$ cat config.mk
export PLATFORM = sky130hd
export DESIGN_NAME = ir_nec_tx
export DESIGN_NICKNAME = d
export VERILOG_FILES = /design/src/rtl/ir_nec_tx.sv
export SDC_FILE = /design/constraint.sdc
export NUM_CORES = 1
export LEC_CHECK = 0
export ABC_AREA = 1
export ABC_CLOCK_PERIOD_IN_PS = 3000
export CORE_MARGIN = 2
export CORE_UTILIZATION = 59
export DETAILED_ROUTE_END_ITERATION = 16
export PLACE_DENSITY = 0.8
export RECOVER_POWER = 25
export SYNTH_ARGS = -nofsm -noshare
export SYNTH_HDL_FRONTEND = slang
export SYNTH_SLANG_ARGS = --single-unit
$ cat constraint.sdc
create_clock -name clk27 -period 3 [get_ports clk27]
set_input_delay 0.6 -clock clk27 [delete_from_list [all_inputs] [get_ports clk27]]
set_output_delay 0.6 -clock clk27 [all_outputs]
set_load 0.1 [all_outputs]
$ cat src/rtl/ir_nec_tx.sv
// NEC infrared transmitter: serialises {addr,~addr,cmd,~cmd} or a repeat frame,
// producing a registered mark/space envelope and a carrier-modulated LED drive.
module ir_nec_tx #(
  parameter int unsigned TICK_DIV    = 15188,
  parameter int unsigned CARRIER_DIV = 711,
  parameter int unsigned CARRIER_HI  = 237,
  parameter int unsigned FRAME_TICKS = 192,
  parameter bit          OUT_INV     = 1'b0
) (
  input  logic        clk27,
  input  logic        reset_n,
  input  logic [15:0] code,
  input  logic        send,
  input  logic        repeat_req,
  input  logic        abort,
  output logic        busy,
  output logic        done,
  output logic        ir_env,
  output logic        ir_out
);

  localparam int unsigned PW = (TICK_DIV > 1) ? $clog2(TICK_DIV) : 1;
  localparam int unsigned CW = (CARRIER_DIV > 1) ? $clog2(CARRIER_DIV) : 1;
  localparam logic [PW-1:0] PRESC_LAST = PW'(TICK_DIV - 1);
  localparam logic [CW-1:0] CAR_LAST   = CW'(CARRIER_DIV - 1);
  localparam logic [CW-1:0] CAR_HI     = CW'(CARRIER_HI);
  localparam logic [7:0]    FRAME_LAST = 8'(FRAME_TICKS - 1);

  typedef enum logic [2:0] {
    S_IDLE, S_LEAD_MARK, S_LEAD_SPACE, S_BIT_MARK, S_BIT_SPACE, S_STOP_MARK, S_HOLDOFF
  } state_t;

  state_t          r_state, w_state_nx;
  logic [PW-1:0]   r_presc;
  logic [CW-1:0]   r_ccnt, w_ccnt_nx;
  logic [7:0]      r_units;
  logic [4:0]      r_su, r_idx, w_dur;
  logic [31:0]     r_shift;
  logic            r_rep, r_busy, r_done, r_env, r_out;
  logic            w_tick, w_accept, w_end, w_hold_end;
  logic            w_mark_cur, w_mark_nx, w_done_nx, w_out_nx;

  assign w_tick     = (r_state != S_IDLE) && (r_presc == PRESC_LAST);
  assign w_accept   = (r_state == S_IDLE) && (send || repeat_req) && !abort;
  assign w_end      = w_tick && (r_su == w_dur);
  assign w_hold_end = (r_state == S_HOLDOFF) && w_tick && (r_units == FRAME_LAST);

  always_comb begin
    w_dur = '0;
    case (r_state)
      S_LEAD_MARK:  w_dur = 5'd15;
      S_LEAD_SPACE: w_dur = r_rep ? 5'd3 : 5'd7;
      S_BIT_SPACE:  w_dur = r_shift[0] ? 5'd2 : 5'd0;
      default:      w_dur = '0;
    endcase
  end

  // State register
  always_ff @(posedge clk27 or negedge reset_n) begin
    if (!reset_n) r_state <= S_IDLE;
    else          r_state <= w_state_nx;
  end

  // Next-state logic; abort overrides every other transition
  always_comb begin
    w_state_nx = r_state;
    case (r_state)
      S_IDLE:       if (w_accept) w_state_nx = S_LEAD_MARK;
      S_LEAD_MARK:  if (w_end) w_state_nx = S_LEAD_SPACE;
      S_LEAD_SPACE: if (w_end) w_state_nx = r_rep ? S_STOP_MARK : S_BIT_MARK;
      S_BIT_MARK:   if (w_end) w_state_nx = S_BIT_SPACE;
      S_BIT_SPACE:  if (w_end) w_state_nx = (r_idx == 5'd31) ? S_STOP_MARK : S_BIT_MARK;
      S_STOP_MARK:  if (w_end) w_state_nx = S_HOLDOFF;
      S_HOLDOFF:    if (w_hold_end) w_state_nx = S_IDLE;
      default:      w_state_nx = S_IDLE;
    endcase
    if (abort && r_state != S_IDLE) w_state_nx = S_IDLE;
  end

  // Output logic: next-cycle values so the registered outputs line up with the state
  always_comb begin
    w_mark_cur = (r_state == S_LEAD_MARK) || (r_state == S_BIT_MARK) || (r_state == S_STOP_MARK);
    w_mark_nx  = (w_state_nx == S_LEAD_MARK) || (w_state_nx == S_BIT_MARK) ||
                 (w_state_nx == S_STOP_MARK);
    w_ccnt_nx  = '0;
    if (w_mark_nx && w_mark_cur)
      w_ccnt_nx = (r_ccnt == CAR_LAST) ? '0 : r_ccnt + 1'b1;
    w_out_nx   = (w_mark_nx && (w_ccnt_nx < CAR_HI)) ^ OUT_INV;
    w_done_nx  = w_hold_end && !abort;
  end

  always_ff @(posedge clk27 or negedge reset_n) begin
    if (!reset_n) begin
      r_presc <= '0;
      r_ccnt  <= '0;
      r_units <= '0;
      r_su    <= '0;
      r_idx   <= '0;
      r_shift <= '0;
      r_rep   <= 1'b0;
      r_busy  <= 1'b0;
      r_done  <= 1'b0;
      r_env   <= 1'b0;
      r_out   <= OUT_INV;
    end else begin
      if (r_state == S_IDLE || w_state_nx == S_IDLE) begin
        r_presc <= '0;
        r_units <= '0;
      end else begin
        r_presc <= (r_presc == PRESC_LAST) ? '0 : r_presc + 1'b1;
        if (w_tick) r_units <= r_units + 1'b1;
      end
      if (w_state_nx != r_state)                 r_su <= '0;
      else if (w_tick && r_state != S_HOLDOFF)   r_su <= r_su + 1'b1;
      if (w_accept) begin
        r_shift <= {~code[7:0], code[7:0], ~code[15:8], code[15:8]};
        r_idx   <= '0;
        r_rep   <= !send;
      end else if (r_state == S_BIT_SPACE && w_end) begin
        r_shift <= {1'b0, r_shift[31:1]};
        r_idx   <= r_idx + 1'b1;
      end
      r_ccnt <= w_ccnt_nx;
      r_busy <= (w_state_nx != S_IDLE);
      r_done <= w_done_nx;
      r_env  <= w_mark_nx;
      r_out  <= w_out_nx;
    end
  end

  assign busy   = r_busy;
  assign done   = r_done;
  assign ir_env = r_env;
  assign ir_out = r_out;

endmodule

; ---- After elaboration in Yosys (flattened, before gate mapping)
; Index checks and enable logic that the tools add are counted.
[word_totals]
register_bits = 82
latchBits = 0
ramBits = 0
rom_bits = 0
inputBits = 21
memories = 0
[op_classes]
n_addsub = 5
n_mul = 0
div_mod_pow = 0
n_lt_le_gt_ge = 1
eq_ne = 16
shifts = 0
n_mux = 26
bitwise = 2
n_reduce_logical = 27
[ops]
columns = op, n
row1 = two-way mux 32 bit, 2
row2 = two-way mux 3 bit, 11
row3 = two-way mux 14 bit, 2
row4 = case mux 3 bit (7 select lines), 1
row5 = two-way mux 10 bit, 2
row6 = two-way mux 5 bit, 4
row7 = two-way mux 8 bit, 2
row8 = inverter 8 bit, 2
row9 = adder 14 x 1 -> 14 bit (second input constant), 1
row10 = equality test 14 bit (second input constant), 1
row11 = equality test 3 bit (second input constant), 4
row12 = logical AND 1 bit, 12
row13 = case mux 4 bit (3 select lines), 1
row14 = adder 10 x 1 -> 10 bit (second input constant), 1
row15 = adder 5 x 1 -> 5 bit (second input constant), 2
row16 = equality test 10 bit (second input constant), 1
row17 = < comparator 10 x 8 -> 1 bit (second input constant), 1
row18 = equality test 3 x 2 -> 1 bit (second input constant), 3
row19 = adder 8 x 1 -> 8 bit (second input constant), 1
row20 = equality test 8 bit (second input constant), 1
row21 = equality test 3 x 1 -> 1 bit (second input constant), 2
row22 = zero test 3 bit, 2
row23 = logical OR 1 bit, 6
row24 = nonzero test 2 bit, 3
row25 = other kinds (7), 9

; ---- Logic depth before layout (Yosys ltp)
; Gate-level depths: netlist of run 1.
[logic_depth]
depth_word = 14
depth_mapped = 19
mapped_depth_nobuf = 19

; ---- Least setup slack after synthesis of run 1
; Ideal clock, no wire load.
[synth_path]
path_type = register -> register
startpoint = reg r_presc[0]
endpoint = reg r_out, in the netlist ir_out
arrival_ns = 2.018
slack_ns = 0.856
path_stages_with_launch = 15
path_buffers = 1
cell_sequence = dfrtp_1 -> ha_1 -> nand3_1 -> nor2_1 -> nand3_1 -> nor2_2 -> nand3_2 -> nand2_4 -> inv_2 -> buf_6 -> nand2_4 -> nand3_2 -> or2_1 -> nand2_1 -> a21oi_1
[synth_between]
elab_chain_len = 14
[synth_rtl]
columns = item, line_no
row1 = from (decl), 34  ; logic [PW-1:0] r_presc;
row2 = from (signal assigned), 110  ; r_presc <= (r_presc == PRESC_LAST) ? '0 : r_presc + 1'b1;
row3 = equality test 14 bit (*), 43  ; assign w_tick = (r_state != S_IDLE) && (r_presc == PRESC_LAST);
row4 = logical AND 1 bit (*), 43
row5 = logical AND 1 bit (2 in series), 46  ; assign w_hold_end = (r_state == S_HOLDOFF) && w_tick && (r_units == FRAME_LAST);
row6 = two-way mux 3 bit, 74  ; S_HOLDOFF: if (w_hold_end) w_state_nx = S_IDLE;
row7 = case mux 3 bit (7 select lines) (*), 67  ; case (r_state)
row8 = two-way mux 3 bit (*), 77  ; if (abort && r_state != S_IDLE) w_state_nx = S_IDLE;
row9 = equality test 3 x 1 -> 1 bit or equality test 3 x 2 -> 1 bit (tied branches), 83  ; w_mark_nx = (w_state_nx == S_LEAD_MARK) || (w_state_nx == S_BIT_MARK) ||
row10 = logical OR 1 bit, 83
row11 = logical OR 1 bit (*), 83
row12 = logical AND 1 bit, 86  ; if (w_mark_nx && w_mark_cur)
row13 = two-way mux 10 bit, 86
row14 = < comparator 10 x 8 -> 1 bit, 88  ; w_out_nx = (w_mark_nx && (w_ccnt_nx < CAR_HI)) ^ OUT_INV;
row15 = logical AND 1 bit (*), 88
row16 = net w_out_nx, 41  ; logic w_mark_cur, w_mark_nx, w_done_nx, w_out_nx;
row17 = to (signal assigned), 127  ; r_out <= w_out_nx;
row18 = to (decl), 39  ; logic r_rep, r_busy, r_done, r_env, r_out;
; Mark *: on every way through the listed nets, which the timed path passes. The rest lies on a longest branch.
; A chain may end at the register's enable or synchronous reset.

; ---- Final worst setup path of run 1
[layout_path]
startpoint = reg r_state[0]
endpoint = reg r_presc[4]
[layout_between]
elab_chain_len = 10
[layout_rtl]
columns = item, line_no
row1 = from (decl), 33  ; state_t r_state, w_state_nx;
row2 = from (signal assigned), 61  ; else r_state <= w_state_nx;
row3 = equality test 3 bit (tied with other cells), "50, 67"
row4 = case mux 4 bit (3 select lines) or logical AND 1 bit (tied branches), "50, 43"
row5 = equality test 5 bit or logical AND 1 bit (tied branches), "45, 46"
row6 = logical AND 1 bit (on tied branches), "45, 46"
row7 = two-way mux 3 bit (tied with other cells), 73  ; S_STOP_MARK: if (w_end) w_state_nx = S_HOLDOFF;
row8 = case mux 3 bit (7 select lines), 67
row9 = two-way mux 3 bit, 77
row10 = zero test 3 bit, 106  ; if (r_state == S_IDLE || w_state_nx == S_IDLE) begin
row11 = logical OR 1 bit (*), 106
row12 = two-way mux 14 bit (*), 106
; Mark *: on every way between the ends. The rest lies on a longest branch, timed or not.

==> results.yml, run 1 <==
floorplanning:
  die_h_um: 88.9
  start_util: 0.619
  ios: 25
  core_mm2: 0.00687
  rows: 30
  die_w_um: 88.9
  die_area_mm2: 0.00790
logic_synthesis:
  synth_area_mm2: 0.00425
  synth-edff-count: 0
  syn_area_per_cell_um2: 8.22
  synth_async_sr_flop_share: 1.00
  synth_seq_area_share: 0.483
  synth_warnings: 0
  synth_nets: 545
  ys_types: 41
  ys.flop_type: "dfrtp_1"
  ys_ff_latch: 82
  syn_inst: 517
cts:
  postCtsSetupBuffers: 0
  cts_sinks: 82
  cts_made_buffers: 9
  clock_tree.root_cell: "clkbuf_8"
  cts_max_path_buffers: 2
  cts_resized: 0
  cts.clk_slew.worst_paths_ps: 80
  cts_tree: "built"
  cts_max_level: 3
  insertion_delay_ps: 350
  hold_buffers: 0
final_layout:
  multi_input_comb_area_mm2: 0.00195
  layout.area.seq_mm2: 0.00205
  instances_no_fill: 644
  diodes: 0
  fill_cells: 542
  fin_nets: 573
  syn_to_final_growth_pct: 12.9
  fin_area_mm2: 0.00480
  mostFrequentLayoutCell: "nand2_1"
  layout_common_cells: "120 x nand2_1, 82 x dfrtp_1, 63 x nor2_1"
  drive_gt1_frac: 0.102
global_routing:
  grt_pass1_wl_um: 14400
  grt_overflow: 0
  track_usage: 0.232
  grt_max_degree: 47
  antenna_found_initial: 0
  grt_pass1_vias: 3240
placed_design:
  io_buffers: 24
  gp_congestion: 0.958
  hpwl_um: 5950
  place_area_mm2: 0.00461
  dp.cells: 630
timing:
  finalCritPeriodShare: 0.855
  slew_headroom: -0.345
  fin_tns_setup_ps: 0
  setup_violations: 0
  hold_viol: 0
  fin_crit_ps: 2570
  holdWs_ps: 484
  final_max_slew_viol_count: 37
  maxClockFrequency_ghz: 0.390
  rsz0062_at_grt: "no"
  tightest_slew_ps: 2020
  finClkSkew_ps: 6.74
drt:
  routed_wl_um: 8390
  drcViolationCount: 0
  drt_iter0_markers: 206
  vias_per_cell: 5.45
  dr.pass1.iters: 5
  wire_per_inst_um: 13.0
  antenna_left: 0
  vias: 3507
worst_setup_path:
  cp_top_family: "simple AND/OR/NAND/NOR gates"
  cp_num_buf_inv: 1
  r2r_slack_ps: 430
  crit_chain: "inv_2 > nand3_2 > nand2_1 > nand2_1 > nand2_1 > nand2_1 > nor2_1 > nand2_1 > o21ai_0 > nand3_1 > o21ai_2 > nand2_2 > nand2_4 > nor3_1"
  start_kind: "register"
  critPathMaxStageDelay_ps: 500
  worstPathRequired_ps: 3220
  crit_slowest_cell: "dfrtp_1"
  setup.worst_path.class: "reg -> reg"
  cp_max_fo: 17
  cp.arrival_ps: 2790
  end_kind: "register"
  cpMostUsedCell: "nand2_1"
outcome:
  status: "finished with violations"
  violations: "max-capacitance violations, max-slew violations"
power_and_ir_drop:
  p_total_w: 0.00334
  ir_drop_mv: 0.428
  p_per_area_mw_per_mm2: 696
  p_leak_nw: 2.22
worst_hold_path:
  hold_class: "reg -> reg"
job:
  max-cap-violations: 1
[metal layers]
metal | routed length, um | vias to the layer above | share of wire | GRT usage
met2 | 3940 | 122 | 0.47 | 0.393
met5 | 0 | - | 0 | 0
li1 | - | 1755 | - | -
met4 | 138 | 0 | 0.016 | 0.0813
met3 | 405 | 18 | 0.048 | 0.0388
met1 | 3910 | 1612 | 0.47 | 0.302
[synth_stat cells, drive strengths merged (2+ instances only)]
cell type	count	area (um2)
nand3	33	185
o21ai	36	184
o211ai	2	15.0
inv	49	184
clkbuf	11	41.3
ha	7	87.6
xor2	18	158
xnor2	6	52.6
or2	2	12.5
dfrtp	82	2050
nor2	71	292
nand2	125	502
a31oi	15	93.8
nand4	19	119
nor4	3	18.8
nor3	16	100
a21oi	7	38.8
buf	4	33.8
[final timing paths]
path	from	to	cells after the start
setup / recovery	r_state[0]$_DFF_PN0_	r_presc[4]$_DFF_PN0_	14
hold / removal	r_shift[12]$_DFFE_PN0P_	r_shift[12]$_DFFE_PN0P_	2
setup reg to reg	r_state[0]$_DFF_PN0_	r_presc[4]$_DFF_PN0_	14
hold reg to reg	r_shift[12]$_DFFE_PN0P_	r_shift[12]$_DFFE_PN0P_	2
max in group asynchronous	reset_n	r_units[4]$_DFFE_PN0P_	1
min in group asynchronous	reset_n	r_presc[10]$_DFF_PN0_	1
[worst min-delay path, delay by kind of cell (launching register included)]
| kind | cells | cell delay (ps) |
|---|---|---|
| AND/OR/NAND/NOR | 1 | 50 |
| flip-flops | 1 | 340 |
| AO/OA/AOI/OAI | 1 | 60 |
[per-stage QoR]
stage,util,setup WS [ps]
floorplan,-,856
global placement,0.671,602
detailed placement,0.671,498
CTS,0.699,482
global route,0.699,118
finish,0.699,434
[report_power, final]
| group | leakage [nW] | switching, W | total [W] | internal [W] |
|---|---|---|---|---|
| Combinational | 1.06 | 0.000721 | 0.00105 | 0.000333 |
| Clock | 0.0946 | 0.000374 | 0.000795 | 0.000422 |
| Sequential | 1.06 | 0.000143 | 0.00149 | 0.00135 |
[state kept, by name (all words and copies together) (netlist names)]
| signal | flops |
|---|---|
| r_presc | 14 |
| r_units | 8 |
| r_idx | 5 |
| r_shift | 32 |
| busy | 1 |
| ir_env | 1 |
| ir_out | 1 |
| done | 1 |
| r_su | 5 |
| r_rep | 1 |
| r_ccnt | 10 |
| r_state | 3 |
[cell families after synthesis]
family,count (synthesis),synth area share
buffers and inverters,64,0.0609
adder cells (fa/ha/maj),7,0.0206
flip-flops,82,0.483
AND/OR/NAND/NOR,272,0.294
XOR/XNOR,24,0.0494
AO/OA/AOI/OAI,68,0.0924
[layout make-up]
class / count / area share
Sequential cell: 82 / 0.428
Clock inverter: 2 / 0.00782
Timing Repair Buffer: 32 / 0.0618
Multi-Input combinational cell: 371 / 0.407
Inverter: 49 / 0.0383
Tap cell: 96 / 0.0250
Clock buffer: 12 / 0.0323
Note: power is estimated with default switching activity, not from simulation.
==> run 2, diff against run 1 <==
- MAX_ROUTING_LAYER: default -> met4
- PLACE_DENSITY: 0.8 -> 0.79
==> results.yml, run 2 (synthesized netlist as in run 1, its figures left out) <==
cts:
  postCtsSetupBuffers: 0
  hold_buffers: 0
  cts_sinks: 82
  insertion_delay_ps: 350
  cts_tree: "built"
  cts_resized: 0
  cts_max_path_buffers: 2
  clock_tree.root_cell: "clkbuf_8"
  cts_max_level: 3
  cts.clk_slew.worst_paths_ps: 70
  cts_made_buffers: 9
global_routing:
  grt_pass1_vias: 3314
  grt_pass1_wl_um: 14300
  use_met2: 0.395
  grt_max_degree: 83
  busiest_layer: "met2"
  use_met1: 0.288
  track_usage: 0.239
  use_met3: 0.0619
  antenna_found_initial: 0
  grt_overflow: 0
worst_setup_path:
  worstPathRequired_ps: 3230
  cp_max_fo: 17
  start_kind: "register"
  cp.arrival_ps: 2740
  end_kind: "register"
  setup.worst_path.class: "reg -> reg"
drt:
  drcViolationCount: 0
  routed_wl_um: 8160
  wire_per_inst_um: 12.6
  drt_iter0_markers: 144
  vias: 3481
  antenna_left: 0
  vias_per_cell: 5.39
  dr.pass1.iters: 6
floorplanning:
  rows: 30
  ios: 25
  core_mm2: 0.00687
  die_area_mm2: 0.00790
  die_h_um: 88.9
  die_w_um: 88.9
  start_util: 0.619
timing:
  fin_tns_setup_ps: 0
  finalCritPeriodShare: 0.836
  setup_violations: 0
  maxClockFrequency_ghz: 0.399
  finClkSkew_ps: 14.4
  slew_headroom: -0.307
  holdWs_ps: 472
  fin_crit_ps: 2510
  tightest_slew_ps: 1960
  final_max_slew_viol_count: 83
  worst_slack_ps: 491
  hold_viol: 0
  rsz0062_at_grt: "no"
placed_design:
  hpwl_um: 5750
  io_buffers: 24
  place_ws_ps: 503
  gp_congestion: 0.905
  place_area_mm2: 0.00460
final_layout:
  top_register: "r_shift"
  largest_reg_flops: 32
  largestRegisters: "r_shift: 32 flops, r_presc: 14 flops, r_ccnt: 10 flops"
  fin_nets: 573
  diodes: 0
  fin_area_mm2: 0.00480
  layout_common_cells: "120 x nand2_1, 82 x dfrtp_1, 63 x nor2_1"
  syn_to_final_growth_pct: 12.8
  mostFrequentLayoutCell: "nand2_1"
  fill_cells: 554
  drive_gt1_frac: 0.109
  multi_input_comb_area_mm2: 0.00195
  layout.area.seq_mm2: 0.00205
power_and_ir_drop:
  ir_drop_mv: 0.475
  p_leak_nw: 2.23
  p_per_area_mw_per_mm2: 696
job:
  max-cap-violations: 1
worst_hold_path:
  hold_class: "reg -> reg"
outcome:
  status: "finished with violations"
  violations: "max-capacitance violations, max-slew violations"
==> run 2: stage by stage <==
stage	power, W	utilization	cells
floorplan	0.00230	-	517
global placement	0.00253	0.669	630
detailed placement	0.00255	0.669	630
CTS	0.00337	0.699	646
global route	0.00358	0.698	646
finish	0.00334	0.698	646
==> run 2: worst paths after layout <==
| check | start | endpoint | slack (ps) | cells after the start |
|---|---|---|---|---|
| worst max-delay path | r_presc[0]$_DFF_PN0_ | r_presc[1]$_DFF_PN0_ | 490 | 12 |
| worst min-delay path | r_presc[0]$_DFF_PN0_ | r_presc[0]$_DFF_PN0_ | 470 | 1 |
| worst max register to register | r_presc[0]$_DFF_PN0_ | r_presc[1]$_DFF_PN0_ | 490 | 12 |
| worst min register to register | r_presc[0]$_DFF_PN0_ | r_presc[0]$_DFF_PN0_ | 470 | 1 |
| max in group asynchronous | reset_n | r_units[7]$_DFFE_PN0P_ | 1050 | 1 |
| min in group asynchronous | reset_n | r_presc[4]$_DFF_PN0_ | 790 | 1 |
==> run 2: per-layer routing <==
metal	part of all wire	routed length (um)
met1	0.46	3750
met2	0.48	3940
met3	0.046	378
met4	0.011	93
met5	0	0
==> run 2: area by class of cell <==
cell class                      instances  area share
Tap cell                               96      0.0250
Multi-Input combinational cell        371       0.407
Clock inverter                          6      0.0136
Timing Repair Buffer                   32      0.0595
Clock buffer                           10      0.0287
Sequential cell                        82       0.428
Inverter                               49      0.0383
==> run 2: power breakdown <==
group          switching, W  internal [W]  total (W)
Combinational      0.000707      0.000329    0.00104
Clock              0.000407      0.000409   0.000815
Sequential         0.000137       0.00135    0.00149
==> run 2: critical path, stage by stage, from the launching register on <==
cell     delay [ps]
dfrtp_1         370
ha_1            240
nand3_1         100
nor2_1          200
nand3_1         170
nor2_1          180
nand2_1         140
o21ai_0         180
nand3_1         160
o21ai_2         160
nand2_2         170
nand2_4         240
nor3_1           70
==> run 3, diff against run 2 <==
- ABC_CLOCK_PERIOD_IN_PS: 3000 -> 2200
- CORE_UTILIZATION: 59 -> 54
- PLACE_DENSITY: 0.79 -> 0.76
- clock period: 3 -> 2.2 ns (I/O delays scaled with it)
==> results.yml, run 3 (synthesized netlist as in run 1, its figures left out) <==
drt:
  vias_per_cell: 5.40
  dr.pass1.iters: 5
  drt_iter0_markers: 214
  vias: 3696
  drcViolationCount: 0
  wire_per_inst_um: 13.3
  antenna_left: 0
  routed_wl_um: 9130
worst_setup_path:
  worstPathRequired_ps: 2490
  critPathMaxStageDelay_ps: 410
  crit_slowest_cell: "dfrtp_1"
  start_kind: "register"
  cpMostUsedCell: "nand2_1"
  crit_chain: "inv_2 > nand3_4 > nand2_4 > nand2_1 > nand2_1 > nand2_2 > nor2_4 > nand3_2 > nand2_1 > nand3_1 > nand2_1 > nand2_2 > nand2_4 > buf_6 > nand2_1 > nand2_2 > nand2_4 > nor2_2"
  cp_max_fo: 7
  cp.arrival_ps: 2470
  setup.worst_path.class: "reg -> reg"
  end_kind: "register"
cts:
  cts_made_buffers: 9
  cts_tree: "built"
  cts_max_level: 3
  clock_tree.root_cell: "clkbuf_8"
  cts_sinks: 82
  cts.clk_slew.worst_paths_ps: 80
  insertion_delay_ps: 350
  cts_max_path_buffers: 2
power_and_ir_drop:
  p_leak_nw: 2.43
  p_per_area_mw_per_mm2: 948
  p_total_w: 0.00501
  ir_drop_mv: 0.693
placed_design:
  gp_congestion: 0.839
  io_buffers: 24
  hpwl_um: 6320
  place_ws_ps: -83.0
global_routing:
  grt_pass1_vias: 3516
  grt_overflow: 0
  grt_pass1_wl_um: 15300
  antenna_found_initial: 0
  track_usage: 0.226
  grt_max_degree: 44
floorplanning:
  die_area_mm2: 0.00860
  rows: 32
  ios: 25
  core_mm2: 0.00769
  die_h_um: 92.7
  die_w_um: 92.7
  start_util: 0.553
timing:
  finalCritPeriodShare: 0.994
  hold_viol: 0
  tightest_slew_ps: 794
  final_max_slew_viol_count: 0
  holdWs_ps: 484
  maxClockFrequency_ghz: 0.457
  worst_slack_ps: 13.8
  fin_tns_setup_ps: 0
  slew_headroom: 0.471
  rsz0062_at_grt: "yes"
  finClkSkew_ps: 4.43
  setup_violations: 0
  fin_crit_ps: 2190
final_layout:
  top_register: "r_shift"
  syn_to_final_growth_pct: 24.3
  drive_gt1_frac: 0.216
  largestRegisters: "r_shift: 32 flops, r_presc: 14 flops, r_ccnt: 10 flops"
  largest_reg_flops: 32
  fin_nets: 605
  mostFrequentLayoutCell: "nand2_1"
  diodes: 0
  layout_common_cells: "105 x nand2_1, 80 x dfrtp_1, 54 x nor2_1"
worst_hold_path:
  hold_class: "reg -> reg"
job:
  max-cap-violations: 0
outcome:
  status: "finished clean"
[run 3: routing by layer]
| layer | global-route usage | up-vias | part of all wire |
|---|---|---|---|
| met4 | 0.100 | 0 | 0.020 |
| met5 | - | - | 0 |
| met2 | 0.372 | 96 | 0.50 |
| li1 | - | 1830 | - |
| met3 | 0.0293 | 16 | 0.037 |
| met1 | 0.282 | 1754 | 0.44 |
[run 3: worst paths after layout]
kind	startpoint	to	slack, ps	depth (start not counted)
max in group asynchronous	reset_n	r_ccnt[6]$_DFF_PN0_	370	3
hold / removal	r_shift[27]$_DFFE_PN0P_	r_shift[27]$_DFFE_PN0P_	480	2
hold reg to reg	r_shift[27]$_DFFE_PN0P_	r_shift[27]$_DFFE_PN0P_	480	2
min in group asynchronous	reset_n	r_shift[13]$_DFFE_PN0P_	700	2
setup / recovery	r_state[2]$_DFF_PN0_	r_su[1]$_DFFE_PN0P_	10	18
setup reg to reg	r_state[2]$_DFF_PN0_	r_su[1]$_DFFE_PN0P_	10	18
[run 3: power breakdown]
group	total [W]	switching, W	internal (W)	leakage (nW)
clock	0.00125	0.000544	0.000707	0.120
sequential	0.00203	0.000189	0.00184	1.06
combinational	0.00173	0.00110	0.000623	1.25
[run 3: final cells by class]
cell class,count,area [um2]
Clock buffer,11,151
Tap cell,102,128
Inverter,49,184
Sequential cell,82,2050
Multi-Input combinational cell,371,2150
Timing Repair Buffer,64,534
Fill cell,605,2400
Clock inverter,5,86.3
[run 3: worst max-delay path: cells and delay by family, from the launching register on]
kind                   cells  cell delay [ps]
AND/OR/NAND/NOR           16             1480
buffers and inverters      2              230
flip-flops                 1              410
[run 3: what timing repair did]
item,in CTS,in global routing
setup buffers,4,4
hold buffers,1,0
pin swaps,3,18
endpoints found under the hold margin,13,0
resized for setup,10,45
setup endpoints to repair,28,49
[run 3: through the flow]
stage / cells / util / cell area [um2]
after floorplan: 517 / - / 4250
after global placement: 659 / 0.623 / 4790
after detailed placement: 659 / 0.623 / 4790
after CTS: 680 / 0.664 / 5100
after global routing: 684 / 0.688 / 5290
final: 684 / 0.688 / 5290
